[src/rtl/contador_sat.sv]
// rtl/contador_sat.sv - parametrised saturating event counter
module contador_sat #(
    parameter int NB_CNT = 8
) (
    input  logic              i_clock,
    input  logic              i_reset_n,
    input  logic              i_inc,
    output logic [NB_CNT-1:0] o_count
);

    // Count increment requests, sticking at all-ones instead of wrapping
    always_ff @(posedge i_clock or negedge i_reset_n) begin
        if (!i_reset_n) begin
            o_count <= '0;
        end else if (i_inc && (o_count != {NB_CNT{1'b1}})) begin
            o_count <= o_count + 1'b1;
        end
    end

endmodule

[src/rtl/sumador_exponente_pipe.sv]
// rtl/sumador_exponente_pipe.sv - two-stage biased exponent adder, optional SUMADOR_EXPONENTE_SAT_EN saturation
module sumador_exponente_pipe #(
    parameter int NB_EXP = 4,
    parameter int BIAS   = 7,
    parameter int NB_CNT = 8
) (
    input  logic              i_clock,
    input  logic              i_reset_n,
    input  logic              i_valid,
    output logic              o_ready,
    input  logic [NB_EXP-1:0] i_exponente_1,
    input  logic [NB_EXP-1:0] i_exponente_2,
    input  logic              i_norm,
    output logic              o_valid,
    input  logic              i_ready,
    output logic [NB_EXP-1:0] o_exponente,
    output logic              o_overflow,
    output logic              o_underflow,
    output logic [NB_CNT-1:0] o_cnt_ovf
);

    // Two extra bits: one for the carry of e1+e2+norm, one for the sign after unbiasing
    localparam int NB_SUM = NB_EXP + 2;
    localparam logic signed [NB_SUM-1:0] BIAS_S = NB_SUM'(BIAS);
    localparam logic signed [NB_SUM-1:0] EXP_MAX_S = NB_SUM'((1 << NB_EXP) - 1);

    logic              s1_valid;
    logic [NB_SUM-1:0] s1_sum;
    logic              s1_zero;

    logic              s2_valid;
    logic [NB_EXP-1:0] s2_exp;
    logic              s2_ovf;
    logic              s2_unf;

    logic              s2_adv;
    logic              s1_adv;
    logic              in_xfer;
    logic              out_xfer;

    logic signed [NB_SUM-1:0] res_c;
    logic                     ovf_c;
    logic                     unf_c;
    logic [NB_EXP-1:0]        exp_c;

    assign s2_adv   = !s2_valid || i_ready;
    assign s1_adv   = !s1_valid || s2_adv;
    assign o_ready  = !s1_valid || s1_adv;
    assign in_xfer  = i_valid && o_ready;
    assign out_xfer = s2_valid && i_ready;

    // Unbias the stage-1 sum and classify it; a zero operand forces a clean zero result
    always_comb begin
        res_c = $signed(s1_sum) - BIAS_S;
        ovf_c = 1'b0;
        unf_c = 1'b0;
        exp_c = '0;
        if (!s1_zero) begin
            ovf_c = (res_c > EXP_MAX_S);
            unf_c = res_c[NB_SUM-1];
`ifdef SUMADOR_EXPONENTE_SAT_EN
            if (ovf_c) begin
                exp_c = {NB_EXP{1'b1}};
            end else if (unf_c) begin
                exp_c = '0;
            end else begin
                exp_c = res_c[NB_EXP-1:0];
            end
`else
            exp_c = res_c[NB_EXP-1:0];
`endif
        end
    end

    // Stage 1: capture raw sum of the biased exponents plus normalisation carry
    always_ff @(posedge i_clock or negedge i_reset_n) begin
        if (!i_reset_n) begin
            s1_valid <= 1'b0;
            s1_sum   <= '0;
            s1_zero  <= 1'b0;
        end else if (s1_adv) begin
            s1_valid <= in_xfer;
            if (in_xfer) begin
                s1_sum  <= NB_SUM'(i_exponente_1) + NB_SUM'(i_exponente_2) + NB_SUM'(i_norm);
                s1_zero <= (i_exponente_1 == '0) || (i_exponente_2 == '0);
            end
        end
    end

    // Stage 2: hold the final exponent and flags until the consumer takes them
    always_ff @(posedge i_clock or negedge i_reset_n) begin
        if (!i_reset_n) begin
            s2_valid <= 1'b0;
            s2_exp   <= '0;
            s2_ovf   <= 1'b0;
            s2_unf   <= 1'b0;
        end else if (s2_adv) begin
            s2_valid <= s1_valid;
            if (s1_valid) begin
                s2_exp <= exp_c;
                s2_ovf <= ovf_c;
                s2_unf <= unf_c;
            end
        end
    end

    assign o_valid     = s2_valid;
    assign o_exponente = s2_exp;
    assign o_overflow  = s2_ovf;
    assign o_underflow = s2_unf;

    contador_sat #(
        .NB_CNT (NB_CNT)
    ) u_cnt_ovf (
        .i_clock   (i_clock),
        .i_reset_n (i_reset_n),
        .i_inc     (out_xfer && s2_ovf),
        .o_count   (o_cnt_ovf)
    );

endmodule
[config.mk]
export PLATFORM = sky130hd
export DESIGN_NAME = sumador_exponente_pipe
export DESIGN_NICKNAME = d
export VERILOG_FILES = /design/src/rtl/contador_sat.sv /design/src/rtl/sumador_exponente_pipe.sv
export SDC_FILE = /design/constraint.sdc
export NUM_CORES = 1
export LEC_CHECK = 0
export CORE_ASPECT_RATIO = 0.6
export CORE_MARGIN = 1
export CORE_UTILIZATION = 43
export DETAILED_ROUTE_END_ITERATION = 12
export GPL_ROUTABILITY_DRIVEN = 0
export PLACE_DENSITY = 0.78
export SLEW_MARGIN = 20
export SYNTH_ARGS = -nofsm -noshare
export SYNTH_HDL_FRONTEND = slang
export SYNTH_HIERARCHICAL = 1
export SYNTH_SLANG_ARGS = --single-unit
[constraint.sdc]
create_clock -name i_clock -period 1.3 [get_ports i_clock]
set_input_delay 0.39 -clock i_clock [delete_from_list [all_inputs] [get_ports i_clock]]
set_output_delay 0.39 -clock i_clock [all_outputs]
set_load 0.005 [all_outputs]
==> results.txt <==
Result of the run: complete, but fails checks
Failing checks: negative setup slack
Global-route usage over all layers: 25.5%
TritonCTS clock tree: done
Clk Latency, worst-skew pair: 0.26 ns
Total setup violations reported at the end of the flow: 16
Number of global-route vias before repair: 1206
Tightest Pin Transition: 0.303 ns
Total wirelength of the detailed-routed design: 4470 µm
Number of buffers added on ports: 28
Worst Clk Skew: 0.00414 ns
Logic gate share of total power: 50.6%
Mean Syn Cell Area: 10.9 µm²
Reg2Reg Launch Point: o_valid$_DFFE_PN0P_
First-pass DRT Iterations: 4
Total number of clock tree sinks: 22
Crit path max-delay cell type: sky130_fd_sc_hd__dfrtp_1
Startpoint type of the worst setup path: register
R2R cell count: 6
Vertical extent of the die: 42.6 µm
Clock-pin transition on the worst setup and hold timing paths: 0.08 ns
Arrival time of the worst setup path: 1.66 ns
Post-detailed-route wirelength per cell: 20.2 µm
Crit Path Category: register to register
Count of placed standard cells including taps: 195
Number of antenna violations at the first check in global routing: 0
Vias/cell: 5.77
Share of the synthesized netlist area taken by xor and xnor gates: 4.45%
Number of core rows: 14
Root buffer cell: sky130_fd_sc_hd__clkbuf_8
Max Cap Violations: 0
Fraction of the mapped netlist area in simple logic gates: 14.5%
Critical path, cell by cell: buf_6 > and3_4 > and4_4 > buf_6 > a31oi_1 > a41oi_1
CORE AREA: 2560 µm²
Die width: 69.6 µm
Area of the mapped netlist: 1180 µm²
Final ANT Viol Nets: 0
Cell occurring most often along the worst timing path: sky130_fd_sc_hd__buf_6
First-pass GRT wire length: 5750 µm
Synthesized net count: 128
Type of the most critical hold path: input port to asynchronous set/reset pin
Placed instance area: 1730 µm²
Final critical-path setup slack: -0.195 ns
Area fraction in compound gates after synthesis: 19.6%
Number of buffers created by CTS: 3
Remaining routing DRC violations: 0
Unrepaired setup endpoints after global routing: true
Number of flip-flops and latches in the synthesized netlist: 22
Power per cell area: 1400 nW/µm²
Part of the total power dissipated in sequential elements: 33.0%
Count of nets after finishing: 210
Final total negative setup slack: -1.33 ns
Fin crit share: 115%
CTS max path bufs: 2
Highest fanout seen on the critical path: 4
Gate count after technology mapping: 108
Min Clock Period, post-route: 1.49 ns
Peak clock frequency supported by timing: 669 MHz
Largest net degree at the start of global routing: 23
Setup slack of the most critical reg-to-reg path: -0.19 ns
Category of the worst setup path capture point: register
Mux share of post-synthesis cell area: 3.50%
I/O pin cnt: 29
Yosys warns: 6
Synth cell types: 36
Reported net switching power: 0.978 mW
Initial DRC Count: 102
Proportion of layout cells with a drive suffix above 1: 51.3%
Depth of the CTS H-tree: 1
Most common cell after layout, fill and taps aside: sky130_fd_sc_hd__buf_4
Count of antenna diodes in the layout: 0
Worst endpoint required time: 1.46 ns
Main combinational cell family by area after synthesis: compound AO/OA/AOI/OAI gates
Final hold vios: 0
Peak VDD IR: 1.21 mV
Endpoint of the lowest-slack register-to-register path: u_cnt_ovf/o_count[7]$_DFFE_PN0P_
Finished Layout Cells: 221
Total Die Area: 2960 µm²
Portion of the post-synthesis area used by sequential elements: 46.7%
Layout overhead on the synthesized area: 78.8%
Starting Density: 46.1%
Commonest cells after routing, fill and taps aside: sky130_fd_sc_hd__buf_4 (39), sky130_fd_sc_hd__dfrtp_1 (22), sky130_fd_sc_hd__buf_6 (11)
Worst slack on hold paths: 0.464 ns
Adder-Cell Fraction of Synth Area: 8.70%
CTS Hold Bufs: 0
Rel. slew slack: 79.7%
HPWL after DPL: 2330 µm
Vias post-DR: 1275
Gr ovfl total: 0
Clock network fraction of total power: 16.4%
Post-route design area: 2110 µm²
Pint: 1.98 mW
Switching share of power: 33.0%
Lkg Pwr: 0.972 nW
Fin. max-slew vios: 0
Total power consumption of the routed design: 2.96 mW
CP peak stage delay: 0.38 ns
[sequential cells by signal (all words and copies together), names as in the netlist]
| name | flops |
|---|---|
| o_overflow | 1 |
| s1_sum | 5 |
| s1_zero | 1 |
| u_cnt_ovf/o_count | 8 |
| o_underflow | 1 |
| o_valid | 1 |
| o_exponente | 4 |
| s1_valid | 1 |
[worst max-delay path, delay by kind of cell, from the launching register on]
family | cells | cell delay [ns]
flip-flops | 1 | 0.38
buffers and inverters | 2 | 0.24
AO/OA/AOI/OAI | 2 | 0.29
AND/OR/NAND/NOR | 2 | 0.48
[through the flow]
step	setup WS, ns	utilization (%)
2_1_floorplan	-0.130	-
3_3_place_gp	-0.765	67.6
3_5_place_dp	-0.752	67.6
4_1_cts	-0.151	77.4
5_1_grt	-0.246	82.5
6_report	-0.195	82.5
[power groups by stage]
stage	sequential, mW	clock, mW	combinational [mW]
after floorplan	1.02	0	0.342
after global placement	0.989	0	0.969
after detailed placement	0.998	0	0.997
after CTS	0.967	0.496	1.27
after global routing	0.994	0.534	1.57
final	0.977	0.485	1.50
[cell usage after synthesis (all sizes together)]
master | n | area (µm²)
a22o | 1 | 8.76
nand3 | 4 | 25.0
and4 | 1 | 11.3
a21boi | 2 | 15.0
a311oi | 1 | 15.0
o31ai | 4 | 30.0
nor4 | 2 | 12.5
and3 | 3 | 28.8
nand4 | 1 | 6.26
mux2 | 3 | 41.3
xnor2 | 3 | 26.3
nor3 | 2 | 10.0
a31oi | 2 | 12.5
a32o | 1 | 10.0
o21a | 1 | 7.51
nor2b | 2 | 12.5
o21ai | 14 | 73.8
fa | 2 | 40.0
or3 | 1 | 6.26
o211ai | 1 | 7.51
xor2 | 3 | 26.3
ha | 5 | 62.6
inv | 8 | 30.0
nand2b | 2 | 12.5
a41oi | 3 | 26.3
a21oi | 5 | 25.0
dfrtp | 22 | 551
nand2 | 5 | 21.3
nor2 | 2 | 7.51
and3b | 2 | 17.5
[area by class of cell]
cell class / instances / area [µm²]
Timing Repair Buffer: 77 / 658
Sequential cell: 22 / 551
Inverter: 8 / 30.0
Fill cell: 137 / 448
Tap cell: 32 / 40.0
Clock buffer: 4 / 55.1
Multi-Input combinational cell: 78 / 776
[layer usage]
metal  global-route usage [%]  wire length (µm)
met5                        0                 0
met2                     41.0              2160
met1                     35.9              1890
met4                     4.80                72
met3                     5.77               339
[how the worst max path moves through the flow]
stage	start	end	slack, ns	cells after the start
4_1_cts	s1_valid$_DFFE_PN0P_	o_ready	-0.15	3
2_1_floorplan	i_exponente_1[0]	s1_sum[1]$_DFFE_PN0P_	-0.13	4
3_5_place_dp	i_ready	o_ready	-0.75	4
3_3_place_gp	i_ready	o_ready	-0.77	4
6_report	o_valid$_DFFE_PN0P_	u_cnt_ovf/o_count[7]$_DFFE_PN0P_	-0.19	6
5_1_grt	o_overflow$_DFFE_PN0P_	u_cnt_ovf/o_count[7]$_DFFE_PN0P_	-0.25	6
[cells by family (layout without fill, tap and decap cells)]
logic type | Yosys count | in the layout
AO/OA/AOI/OAI | 35 | 35
XOR/XNOR | 6 | 6
adder cells (fa/ha/maj) | 7 | 7
buffers and inverters | 8 | 89
flip-flops | 22 | 22
multiplexers | 3 | 3
AND/OR/NAND/NOR | 27 | 27
[timing repair]
action                                  4_1_cts  5_1_grt
endpoints found under the setup margin       35       24
resized for setup                            77       29
cloned                                        0        0
pin swaps                                    13       14
buffers inserted                             17        7
(Power assumes the default switching activity.)
